`src/rtl/mul_iter_pkg.sv`:
```
// Shared types and sizing helpers for the mul_iter shift-add multiplier.
package mul_iter_pkg;

  typedef enum logic [1:0] {
    IDLE = 2'd0,
    RUN  = 2'd1,
    DONE = 2'd2
  } state_t;

  // Iteration counter width; never narrower than one bit.
  function automatic int cnt_width(input int w);
    return (w > 1) ? $clog2(w) : 1;
  endfunction

endpackage

```
`src/rtl/mul_add_shift.sv`:
```
// One combinational shift-add step: conditionally accumulate the multiplicand,
// then shift the multiplicand left and the multiplier right.
module mul_add_shift
  import mul_iter_pkg::*;
#(
  parameter int WIDTH = 16
) (
  input  logic [2*WIDTH-1:0] prod,
  input  logic [2*WIDTH-1:0] mcand,
  input  logic [WIDTH-1:0]   mplier,
  output logic [2*WIDTH-1:0] prod_next,
  output logic [2*WIDTH-1:0] mcand_next,
  output logic [WIDTH-1:0]   mplier_next
);

  assign prod_next   = mplier[0] ? (prod + mcand) : prod;
  assign mcand_next  = mcand << 1;
  assign mplier_next = mplier >> 1;

endmodule

```
`src/rtl/mul_iter.sv`:
```
// Iterative unsigned shift-add multiplier, one partial product per clock.
// Optional MUL_EARLY_EXIT_EN ends the run once no multiplier bits remain.
module mul_iter
  import mul_iter_pkg::*;
#(
  parameter int WIDTH = 16
) (
  input  logic             clk,
  input  logic             reset_n,
  input  logic             start,
  input  logic [WIDTH-1:0] op_a,
  input  logic [WIDTH-1:0] op_b,
  output logic             busy,
  output logic             done,
  output logic [WIDTH-1:0] product_lo,
  output logic [WIDTH-1:0] product_hi
);

  localparam int CNT_W = cnt_width(WIDTH);
  localparam logic [CNT_W-1:0] LAST_CNT = CNT_W'(WIDTH - 1);

  state_t             state_r, state_next_s;
  logic [2*WIDTH-1:0] prod_r, mcand_r;
  logic [WIDTH-1:0]   mplier_r;
  logic [CNT_W-1:0]   cnt_r;
  logic               busy_r, done_r;

  logic [2*WIDTH-1:0] prod_next_s, mcand_next_s;
  logic [WIDTH-1:0]   mplier_next_s;
  logic               accept_s, last_step_s;

  mul_add_shift #(.WIDTH(WIDTH)) u_step (
    .prod        (prod_r),
    .mcand       (mcand_r),
    .mplier      (mplier_r),
    .prod_next   (prod_next_s),
    .mcand_next  (mcand_next_s),
    .mplier_next (mplier_next_s)
  );

  assign accept_s = start && (state_r != RUN);

`ifdef MUL_EARLY_EXIT_EN
  assign last_step_s = (cnt_r == LAST_CNT) || (mplier_next_s == {WIDTH{1'b0}});
`else
  assign last_step_s = (cnt_r == LAST_CNT);
`endif

  always_comb begin
    state_next_s = state_r;
    case (state_r)
      IDLE: begin
        if (accept_s) state_next_s = RUN;
        else          state_next_s = IDLE;
      end
      RUN: begin
        if (last_step_s) state_next_s = DONE;
        else             state_next_s = RUN;
      end
      DONE: begin
        if (accept_s) state_next_s = RUN;
        else          state_next_s = IDLE;
      end
      default: state_next_s = IDLE;
    endcase
  end

  // busy/done are flopped from the next state so start never reaches them combinationally.
  always_ff @(posedge clk or negedge reset_n) begin
    if (!reset_n) begin
      state_r <= IDLE;
      busy_r  <= 1'b0;
      done_r  <= 1'b0;
    end else begin
      state_r <= state_next_s;
      busy_r  <= (state_next_s == RUN);
      done_r  <= (state_next_s == DONE);
    end
  end

  always_ff @(posedge clk or negedge reset_n) begin
    if (!reset_n) begin
      prod_r   <= {(2*WIDTH){1'b0}};
      mcand_r  <= {(2*WIDTH){1'b0}};
      mplier_r <= {WIDTH{1'b0}};
      cnt_r    <= {CNT_W{1'b0}};
    end else if (accept_s) begin
      prod_r   <= {(2*WIDTH){1'b0}};
      mcand_r  <= {{WIDTH{1'b0}}, op_a};
      mplier_r <= op_b;
      cnt_r    <= {CNT_W{1'b0}};
    end else if (state_r == RUN) begin
      prod_r   <= prod_next_s;
      mcand_r  <= mcand_next_s;
      mplier_r <= mplier_next_s;
      cnt_r    <= cnt_r + {{(CNT_W-1){1'b0}}, 1'b1};
    end else begin
      prod_r   <= prod_r;
      mcand_r  <= mcand_r;
      mplier_r <= mplier_r;
      cnt_r    <= cnt_r;
    end
  end

  assign busy       = busy_r;
  assign done       = done_r;
  assign product_lo = prod_r[WIDTH-1:0];
  assign product_hi = prod_r[2*WIDTH-1:WIDTH];

endmodule

```
`config.mk`:
```
export PLATFORM = sky130hd
export DESIGN_NAME = mul_iter
export DESIGN_NICKNAME = d
export VERILOG_FILES = /design/src/rtl/mul_iter_pkg.sv /design/src/rtl/mul_add_shift.sv /design/src/rtl/mul_iter.sv
export SDC_FILE = /design/constraint.sdc
export NUM_CORES = 1
export LEC_CHECK = 0
export BUFFER_PORTS_ARGS = -buffer_cell sky130_fd_sc_hd__buf_2
export CORE_MARGIN = 3
export CORE_UTILIZATION = 65
export CTS_BUF_LIST = sky130_fd_sc_hd__clkbuf_2
export CTS_CLUSTER_DIAMETER = 200
export CTS_CLUSTER_SIZE = 40
export DETAILED_ROUTE_END_ITERATION = 8
export GPL_ROUTABILITY_DRIVEN = 0
export PLACE_DENSITY_LB_ADDON = 0.3
export SYNTH_ARGS = -nofsm -noshare
export SYNTH_HDL_FRONTEND = slang
export SYNTH_SLANG_ARGS = --single-unit
```
`constraint.sdc`:
```
create_clock -name clk -period 7.7 [get_ports clk]
set_clock_uncertainty 0.2 [all_clocks]
set_input_delay 0.385 -clock clk [delete_from_list [all_inputs] [get_ports clk]]
set_output_delay 0.385 -clock clk [all_outputs]
set_load 0.01 [all_outputs]
```
==> results of run 1 <==
## layout make-up
type                            instances  area share [%]
Multi-Input combinational cell        431            47.0
Sequential cell                        88            36.8
Timing Repair Buffer                  103            11.5
Tap cell                               99            2.07
Clock inverter                          7            1.67
Clock buffer                            9           0.753
Inverter                                4           0.251
## power by group
group / switching (mW) / internal (mW)
Combinational: 0.715 / 0.476
Clock: 0.178 / 0.112
Sequential: 0.157 / 0.643
## metal layers
metal	wire (µm)	up-vias
met4	425	0
met3	867	46
met1	5200	2112
met5	0	-
met2	5940	212
li1	-	2141
## sequential cells by signal, summed over array words and instances (netlist names)
name / count
state_r: 2
cnt_r: 4
prod_r: 32
mplier_r: 16
mcand_r: 32
done: 1
busy: 1
## worst max-delay path: stages, from the launching register on
cell,delay (ns)
dfrtp_1,0.46
ha_1,0.26
fa_1,0.43
a211o_1,0.32
o211ai_1,0.15
a2bb2oi_2,0.15
a211oi_2,0.42
o21a_1,0.28
o211ai_1,0.14
a31oi_1,0.23
xor2_1,0.17
o21ai_1,0.07
## worst max path at each step
stage,endpoint,slack [ns],depth (start not counted)
3_3_place_gp,prod_r[30]$_DFFE_PN0P_,4.49,11
4_1_cts,prod_r[30]$_DFFE_PN0P_,4.38,11
5_1_grt,prod_r[30]$_DFFE_PN0P_,4.12,11
2_1_floorplan,prod_r[30]$_DFFE_PN0P_,4.70,11
6_report,prod_r[30]$_DFFE_PN0P_,4.34,11
3_5_place_dp,prod_r[30]$_DFFE_PN0P_,4.45,11
## kinds of logic after synthesis
| logic type | Yosys count |
|---|---|
| AOI/OAI and AO/OA | 173 |
| and+or+nand+nor | 166 |
| DFF | 88 |
| buffers and inverters | 34 |
| adders and majority gates | 33 |
| muxes | 32 |
| xor gates and xnor gates | 27 |
## layout by cell type (no fill, tap or decap), types with 3 or more instances in the layout
cell and n:
a211oi_2 3, a21o_1 11, a21oi_1 25, a22o_1 3, a31oi_1 3, and2_1 3, buf_2 67, buf_4 3
clkbuf_2 9, dfrtp_1 88, dlygate4sd3_1 33, ha_1 32, inv_1 3, inv_6 4, mux2i_1 32, nand2_1 115
nand2b_1 3, nand3_1 6, nand4_1 6, nor2_1 18, nor3_1 3, o211ai_1 3, o21a_1 4, o21ai_0 78
o21ai_1 12, o21bai_1 3, xnor2_1 12, xor2_1 15
==> run_results.csv, run 1 <==
group,metric,value,unit
cells_and_area,design_area,5990,µm²
cts,cts_made_buffers,9,
synth,yosys-top-cells-area,"dfrtp_1 43%, nand2_1 8.3%, ha_1 7.7%",
drt,drt-vias-per-instance,6.09,
cells_and_area,num-fill-cells,469,
worst_hold_path,hp-class,"register to register",
synth,synth_compound_area_share,21.5,%
cts,clk_transition_reported_paths,0.29,ns
floorplanning,die_h,95.3,µm
drt,drt_iter0_markers,292,
worst_setup_path,worstSetupPathType,"register to register",
synth,syn-instance-count,553,
floorplanning,start_util,69.2,%
synth,synthTopCellsByCount,"115 x nand2_1, 88 x dfrtp_1, 78 x o21ai_0",
worst_hold_path,holdPathStages,1,
timing,max-slew-margin-rel,26.6,%
timing,setup_tns,0,ns
synth,synth_nets,621,
synth,synth_top_area_cell,"dfrtp_1",
worst_setup_path,arrival,3.63,ns
timing,rsz0062_at_grt,"false",
floorplanning,io_pins,69,
placement,dp_slack,4.45,ns
power_and_ir_drop,total_power,2.28,mW
cts,post_cts_resized,0,
outcome,outcome,"completed",
cells_and_area,multi_input_area,2810,µm²
worst_setup_path,start_kind,"register",
worst_setup_path,path_max_fanout,4,
worst_hold_path,min_to,"cnt_r[3]$_DFFE_PN0P_",
global_routing,overflow,0,
synth,syn_area_per_cell,9.37,µm²
synth,synth.top_cell.area_share,42.5,%
drt,drt_wl_total,12.4,mm
synth,synth-simple-area-share,13.6,%
synth,yosysUniqueCellTypes,61,
global_routing,grt_use_total,28.9,%
global_routing,grt_busiest_layer,"met2",
timing,layout_setup_ws,4.34,ns
synth,synth-xor-area-share,4.57,%
timing,hold_viol,0,
synth,synth_edf_count,0,
power_and_ir_drop,leakage,2.92,nW
drt,drt-wirelength-per-cell,16.8,µm
timing,holdWs,0.305,ns
timing,fin_crit_sh,43.7,%
cells_and_area,utilization,80.0,%
worst_setup_path,cp-end-kind,"register",
run,drv_cap,0,
cells_and_area,register_area,2200,µm²
global_routing,grt_max_degree,95,
synth,synth_mux_area_share,6.18,%
drt,drc_errors,0,
power_and_ir_drop,pwr_density_cell,381,nW/µm²
drt,antenna_left,0,
cts,post-cts-setup-buffer-count,0,
synth,seq_area_frac_synth,42.5,%
worst_setup_path,rr_endpoint,"prod_r[30]$_DFFE_PN0P_",
drt,firstDrtPassIters,6,
worst_setup_path,crit_start,"prod_r[0]$_DFFE_PN0P_",
cells_and_area,syn2layout_area_growth,15.6,%
cells_and_area,finalNonFillerCells,741,
cts,ctsHoldBuffers,33,
global_routing,grt_pass1_vias,4415,
worst_hold_path,min_from,"cnt_r[3]$_DFFE_PN0P_",
cts,clk_root_buffer_cell,"clkbuf_2",
cts,ctsLongestPathBuffers,2,
cts,cts_htree_levels,3,
global_routing,grt_pass1_wl,20.6,mm
synth,ys.flop_type,"dfrtp_1",
worst_setup_path,reg2reg_depth,11,
global_routing,grt_use_met3,5.37,%
synth,synthAdderAreaFrac,8.12,%
global_routing,antenna_found_initial,0,
synth,syn_area,5180,µm²
cells_and_area,antennaDiodeCount,0,
floorplanning,rows,31,
placement,place_area,5510,µm²
timing,slew_viol_final,0,
cells_and_area,final_nets,705,
floorplanning,dieArea,9080,µm²
cells_and_area,drive_gt1_share,16.5,%
timing,worstMarginPinSlew,1.10,ns
global_routing,gr-usage-met1,37.0,%
synth,async_reset_ff_share,100,%
global_routing,grt_util_met2,47.1,%
worst_setup_path,reg2reg_slack,4.34,ns
synth,post-synth-top-count-cell,"nand2_1",
cts,clock-sinks,88,
worst_setup_path,r2r-start,"prod_r[0]$_DFFE_PN0P_",
placement,port_buffers,68,
cts,cts_tree,"done",
placement,dp_cells,692,
timing,fmax,297,MHz
worst_setup_path,worst_ep_required_time,7.97,ns
timing,period_minus_slack,3.36,ns
floorplanning,die_w,95.3,µm
cts,clkLatencyLatePin,0.58,ns
placement,dp_hpwl,8.06,mm
synth,ys_ff_latch,88,
power_and_ir_drop,max-vdd-ir-drop,220,µV
floorplanning,core,7490,µm²
synth,synth_top_family_by_area,"compound AO/OA/AOI/OAI gates",
timing,setup_viol,0,
synth,yosysWarnings,0,
drt,vias,4511,
No activity file was read; power rests on OpenSTA's default activity.
==> run 2, diff against run 1 <==
--- a/config.mk
+++ b/config.mk
@@ -7,7 +7,7 @@
 export LEC_CHECK = 0
 export BUFFER_PORTS_ARGS = -buffer_cell sky130_fd_sc_hd__buf_2
 export CORE_MARGIN = 3
-export CORE_UTILIZATION = 65
+export CORE_UTILIZATION = 60
 export CTS_BUF_LIST = sky130_fd_sc_hd__clkbuf_2
 export CTS_CLUSTER_DIAMETER = 200
 export CTS_CLUSTER_SIZE = 40
==> constraint.sdc (replaced) <==
create_clock -name clk -period 3.1 [get_ports clk]
set_clock_uncertainty 0.2 [all_clocks]
set_input_delay 0.155 -clock clk [delete_from_list [all_inputs] [get_ports clk]]
set_output_delay 0.155 -clock clk [all_outputs]
set_load 0.01 [all_outputs]
==> run_results.csv, run 2 (same netlist as run 1, synthesis figures left out) <==
group,metric,value,unit
floorplanning,die_h,98.9,µm
drt,drt_wl_total,12.1,mm
drt,vias,4420,
worst_setup_path,critical_path_buf_inv_count,0,
worst_setup_path,arrival,3.14,ns
timing,hold_viol,0,
worst_setup_path,worst_ep_required_time,3.30,ns
worst_setup_path,start_kind,"register",
cells_and_area,finalNonFillerCells,761,
worst_setup_path,cp-end-kind,"register",
cts,clock-sinks,88,
worst_setup_path,r2r-start,"prod_r[0]$_DFFE_PN0P_",
power_and_ir_drop,seqPwrFrac,35.4,%
global_routing,overflow,0,
cts,cts_htree_levels,3,
worst_setup_path,crit_family,"compound AO/OA/AOI/OAI gates",
power_and_ir_drop,combPwrFrac,53.8,%
timing,rsz0062_at_grt,"false",
placement,dp_hpwl,8.00,mm
worst_setup_path,crit_chain,"ha_1 -> fa_2 -> a211o_1 -> o211ai_1 -> a2bb2oi_2 -> a31o_2 -> a21o_1 -> a31oi_2 -> o21ai_1 -> xnor2_1 -> o21ai_1",
placement,port_buffers,68,
power_and_ir_drop,max-vdd-ir-drop,439,µV
worst_hold_path,hp-class,"input port to register",
drt,firstDrtPassIters,5,
timing,fmax,340,MHz
worst_setup_path,path_max_fanout,3,
worst_setup_path,critPathMostFrequentCell,"o21ai_1",
worst_setup_path,reg2reg_slack,0.16,ns
drt,drt_iter0_markers,189,
power_and_ir_drop,p_clk_share,10.8,%
global_routing,grt_pass1_vias,4402,
worst_hold_path,holdPathStages,4,
cells_and_area,layout_commonest_cell,"nand2_1",
power_and_ir_drop,total_power,5.59,mW
cells_and_area,syn2layout_area_growth,17.7,%
drt,drt-wirelength-per-cell,15.9,µm
worst_setup_path,crit_start,"prod_r[0]$_DFFE_PN0P_",
cells_and_area,top_regs,"mcand_r x32, prod_r x32, mplier_r x16",
global_routing,grt_pass1_wl,20.7,mm
cells_and_area,antennaDiodeCount,0,
timing,setup_tns,0,ns
power_and_ir_drop,switching_share,45.7,%
timing,layout_setup_ws,0.159,ns
floorplanning,dieArea,9780,µm²
worst_setup_path,reg2reg_depth,11,
outcome,outcome,"completed",
timing,period_minus_slack,2.94,ns
power_and_ir_drop,power_switching,2.55,mW
worst_setup_path,cp.depth,11,
placement,dp_slack,0.0490,ns
timing,max-slew-margin-rel,42.5,%
worst_setup_path,slowest_stage,"dfrtp_1",
run,drv_cap,0,
worst_setup_path,cp-endpoint,"prod_r[20]$_DFFE_PN0P_",
cells_and_area,drive_gt1_share,18.3,%
timing,slew_viol_final,0,
placement,dp_cells,706,
cts,cts_made_buffers,9,
floorplanning,rows,33,
cts,clkLatencyLatePin,0.54,ns
floorplanning,die_w,98.9,µm
drt,drt-vias-per-instance,5.81,
cts,cts_tree,"done",
timing,setup_viol,0,
drt,antenna_left,0,
global_routing,grt_max_degree,87,
cells_and_area,final_cell_mix,"115 x nand2_1, 88 x dfrtp_1, 78 x o21ai_0, 67 x buf_2, 35 x dlygate4sd3_1",
floorplanning,io_pins,69,
cells_and_area,final_nets,719,
cts,ctsLongestPathBuffers,2,
drt,drc_errors,0,
cts,clk_transition_reported_paths,0.26,ns
worst_setup_path,rr_endpoint,"prod_r[20]$_DFFE_PN0P_",
worst_setup_path,slowest_delay,0.45,ns
cts,clk_root_buffer_cell,"clkbuf_2",
floorplanning,core,8300,µm²
timing,worstMarginPinSlew,0.860,ns
worst_setup_path,worstSetupPathType,"register to register",
global_routing,grt_use_total,25.7,%
power_and_ir_drop,leakage,2.96,nW
power_and_ir_drop,internal_power,3.03,mW
power_and_ir_drop,pwr_density_cell,916,nW/µm²
floorplanning,start_util,62.4,%
timing,fin_crit_sh,94.9,%
global_routing,antenna_found_initial,0,
[run 2: changes by cell type in the layout (fill, tap and decap cells not counted), moves of 2 or more]
cell / previous run / this run
buf_4: 3 / 14
clkinvlp_4: 0 / 2
dlygate4sd3_1: 33 / 35
inv_6: 4 / 1
[run 2: per-layer routing]
metal  global-route usage [%]  wire length (µm)  vias to the layer above
met5                        0                 0                        -
met3                     6.09               610                       20
li1                         -                 -                     2161
met2                     42.3              5900                      132
met1                     34.0              5370                     2107
met4                     7.46               197                        0
[run 2: worst register-to-register path, delay by kind of cell (launching register included)]
family / cells / cell delay (ns)
flops: 1 / 0.45
xor+xnor: 1 / 0.14
fa+ha+maj: 2 / 0.59
compound gates: 8 / 1.46
[run 2: per-stage QoR]
step | cell area, µm² | hold slack [ns] | util [%]
CTS | 6050 | 0.00501 | 72.9
detailed placement | 5590 | 0.0712 | 67.4
floorplan | 5180 | -0.341 | -
finish | 6100 | 0.224 | 73.5
global placement | 5590 | 0.0611 | 67.4
global route | 6100 | 0.190 | 73.5
[run 2: worst min-delay path by stage]
stage,from,endpoint
5_1_grt,op_b[3],mplier_r[3]$_DFFE_PN0P_
6_report,op_a[15],mcand_r[15]$_DFFE_PN0P_
3_3_place_gp,reset_n,prod_r[13]$_DFFE_PN0P_
4_1_cts,reset_n,mplier_r[8]$_DFFE_PN0P_
3_5_place_dp,reset_n,prod_r[16]$_DFFE_PN0P_
2_1_floorplan,reset_n,busy$_DFF_PN0_
[run 2: area by class of cell]
cell class	instances	area (µm²)
clock buffers	9	45.0
clock inverters	7	71.3
repair buffers	117	811
well taps	105	131
flip-flops and latches	88	2200
multi-input cells	431	2820
fillers	629	2200
inverters	4	15.0
[run 2: repair_timing]
item,CTS,global route
endpoints found under the hold margin,101,31
setup endpoints to repair,0,5
hold buffers,34,1
buffers inserted,0,4
resized for setup,0,3
[run 2: power groups by stage]
stage	Clock (mW)	Combinational [mW]	Sequential, mW
5_1_grt	0.660	3.37	2.05
3_3_place_gp	0	2.78	1.98
2_1_floorplan	0	2.22	1.97
3_5_place_dp	0	2.87	2.00
6_report	0.603	3.01	1.98
4_1_cts	0.605	2.92	1.97
==> run 3, diff against run 2 <==
--- a/config.mk
+++ b/config.mk
@@ -6,14 +6,18 @@
 export NUM_CORES = 1
 export LEC_CHECK = 0
 export BUFFER_PORTS_ARGS = -buffer_cell sky130_fd_sc_hd__buf_2
+export CELL_PAD_IN_SITES_DETAIL_PLACEMENT = 1
+export CELL_PAD_IN_SITES_GLOBAL_PLACEMENT = 1
 export CORE_MARGIN = 3
-export CORE_UTILIZATION = 60
+export CORE_UTILIZATION = 47
 export CTS_BUF_LIST = sky130_fd_sc_hd__clkbuf_2
 export CTS_CLUSTER_DIAMETER = 200
 export CTS_CLUSTER_SIZE = 40
 export DETAILED_ROUTE_END_ITERATION = 8
 export GPL_ROUTABILITY_DRIVEN = 0
+export HOLD_SLACK_MARGIN = 0.03
 export PLACE_DENSITY_LB_ADDON = 0.3
 export SYNTH_ARGS = -nofsm -noshare
 export SYNTH_HDL_FRONTEND = slang
+export SYNTH_HIERARCHICAL = 1
 export SYNTH_SLANG_ARGS = --single-unit
==> run_results.csv, run 3 <==
group,metric,value,unit
timing,fin_crit_sh,102,%
floorplanning,die_h,120,µm
timing,slew_viol_final,0,
worst_setup_path,slowest_delay,0.47,ns
cts,clkLatencyLatePin,0.62,ns
outcome,violations,"negative setup slack",
timing,layout_setup_ws,-0.0753,ns
synth,yosys-top-cells-area,"dfrtp_1 36%, nand2_1 9.1%, ha_1 6.6%",
cts,cts_tree,"done",
global_routing,overflow,0,
placement,dp_slack,-0.0365,ns
placement,dp_hpwl,10.4,mm
worst_setup_path,crit_family,"compound AO/OA/AOI/OAI gates",
outcome,outcome,"finished with violations",
timing,setup_viol,9,
synth,post-synth-top-count-cell,"nand2_1",
synth,ys_ff_latch,88,
worst_setup_path,crit_chain,"ha_1 -> buf_4 -> o21ai_0 -> a211oi_1 -> a211oi_4 -> a211o_1 -> nand3_2 -> a21oi_2 -> xnor2_1 -> mux2_2 -> nand2_1 -> o21ai_0",
timing,rsz0062_at_grt,"true",
timing,max-slew-margin-rel,34.6,%
drt,antenna_left,0,
cells_and_area,drive_gt1_share,24.3,%
worst_setup_path,worst_ep_required_time,3.41,ns
synth,seq_area_frac_synth,36.2,%
drt,drt_iter0_markers,297,
cts,clock-sinks,88,
floorplanning,rows,40,
worst_setup_path,worstSetupPathType,"register to register",
synth,ys.flop_type,"dfrtp_1",
timing,worstMarginPinSlew,0.981,ns
cts,cts_made_buffers,9,
timing,period_minus_slack,3.18,ns
cells_and_area,layout_commonest_cell,"nand2_1",
timing,fmax,315,MHz
floorplanning,core,12300,µm²
cells_and_area,utilization,57.7,%
cts,clk_transition_reported_paths,0.27,ns
cells_and_area,num-fill-cells,1495,
synth,syn-instance-count,689,
drt,drt_wl_total,16.7,mm
cells_and_area,final_nets,830,
cells_and_area,register_area,2200,µm²
synth,syn_area,6080,µm²
power_and_ir_drop,pwr_density_cell,1080,nW/µm²
synth,synth_edf_count,0,
worst_setup_path,critical_path_buf_inv_count,1,
global_routing,antenna_found_initial,0,
cells_and_area,final_cell_mix,"145 x nand2_1, 87 x dfrtp_1, 72 x o21ai_0, 67 x buf_2, 40 x buf_4",
drt,firstDrtPassIters,4,
timing,setup_tns,-0.426,ns
placement,place_area,6280,µm²
drt,drt-vias-per-instance,5.51,
global_routing,grt_max_degree,89,
cells_and_area,design_area,7100,µm²
worst_setup_path,arrival,3.48,ns
run,drv_cap,0,
cts,cts_htree_levels,3,
global_routing,grt_use_total,23.2,%
worst_setup_path,critPathMostFrequentCell,"o21ai_0",
worst_setup_path,path_max_fanout,4,
worst_setup_path,slowest_stage,"dfrtp_1",
cells_and_area,syn2layout_area_growth,16.7,%
power_and_ir_drop,max-vdd-ir-drop,363,µV
synth,synth_top_area_cell,"dfrtp_1",
worst_hold_path,hp-class,"input port to register",
synth,yosysUniqueCellTypes,58,
floorplanning,io_pins,69,
drt,drt-wirelength-per-cell,17.8,µm
synth,async_reset_ff_share,100,%
drt,vias,5155,
cells_and_area,antennaDiodeCount,0,
floorplanning,die_w,120,µm
synth,synth.top_cell.area_share,36.2,%
drt,drc_errors,0,
timing,hold_viol,0,
global_routing,grt_pass1_wl,27.2,mm
synth,synthTopCellsByCount,"147 x nand2_1, 88 x dfrtp_1, 77 x o21ai_0",
timing,holdWs,0.169,ns
floorplanning,start_util,49.4,%
cts,ctsLongestPathBuffers,2,
placement,port_buffers,68,
cells_and_area,top_regs,"mcand_r x32, prod_r x32, mplier_r x16",
cts,clk_root_buffer_cell,"clkbuf_2",
worst_setup_path,cp-end-kind,"register",
cells_and_area,multi_input_area,3430,µm²
global_routing,grt_pass1_vias,5413,
synth,syn_area_per_cell,8.83,µm²
worst_setup_path,start_kind,"register",
synth,yosysWarnings,6,
floorplanning,dieArea,14300,µm²
power_and_ir_drop,leakage,3.57,nW
## run 3: repair_timing
item,CTS,global route
gates cloned,0,0
pin swaps,9,29
resized for setup,6,29
hold buffers,39,0
hold endpoints to repair,157,0
endpoints found under the setup margin,8,13
buffers inserted,6,14
## run 3: final timing paths
path,start,endpoint,depth (start not counted),slack [ns]
min,op_a[11],mcand_r[11]$_DFFE_PN0P_,4,0.17
max,prod_r[5]$_DFFE_PN0P_,prod_r[25]$_DFFE_PN0P_,12,-0.08
min reg2reg,cnt_r[2]$_DFFE_PN0P_,cnt_r[2]$_DFFE_PN0P_,1,0.33
min in group asynchronous,reset_n,mcand_r[11]$_DFFE_PN0P_,4,0.47
max reg2reg,prod_r[5]$_DFFE_PN0P_,prod_r[25]$_DFFE_PN0P_,12,-0.08
max in group asynchronous,reset_n,mcand_r[24]$_DFFE_PN0P_,4,1.84
## run 3: tightest hold or removal path: cells and delay by family
family / cells / cell delay [ns]
buf+inv: 2 / 0.62
compound gates: 1 / 0.15
mux: 1 / 0.06
## run 3: area by class of cell
class,count,area share (%)
multi-input combinational,507,48.4
sequential,88,31.0
timing repair buffer,151,15.5
tap,168,2.96
clock inverter,6,1.18
clock buffer,10,0.705
inverter,5,0.264
## run 3: through the flow
stage	power (mW)	cells
4_1_cts	7.23	921
2_1_floorplan	5.53	690
6_report	7.68	935
5_1_grt	8.35	935
3_3_place_gp	6.15	860
3_5_place_dp	6.38	860
## run 3: cell families (layout without fill, tap and decap cells)
logic type | count (synthesis) | in the layout | share of synthesized area, %
buffers and inverters | 95 | 172 | 9.95
AO/OA/AOI/OAI | 183 | 183 | 18.4
flip-flops | 88 | 88 | 36.2
other | 1 | 2 | 0.0616
multiplexers | 60 | 60 | 10.4
AND/OR/NAND/NOR | 200 | 200 | 13.9
adder cells (fa/ha/maj) | 33 | 33 | 6.91
XOR/XNOR | 29 | 29 | 4.17
## run 3: report_power, final
group	switching, mW	internal [mW]	leakage (nW)
logic	2.65	2.22	2.36
registers	0.457	1.65	1.12
clock network	0.436	0.267	0.0857
## run 3: layer usage
layer  track usage [%]  part of all wire (%)
met5                 0                     0
met4              7.59                   1.8
met3              3.86                   2.8
met2              40.9                    51
met1              29.1                    44
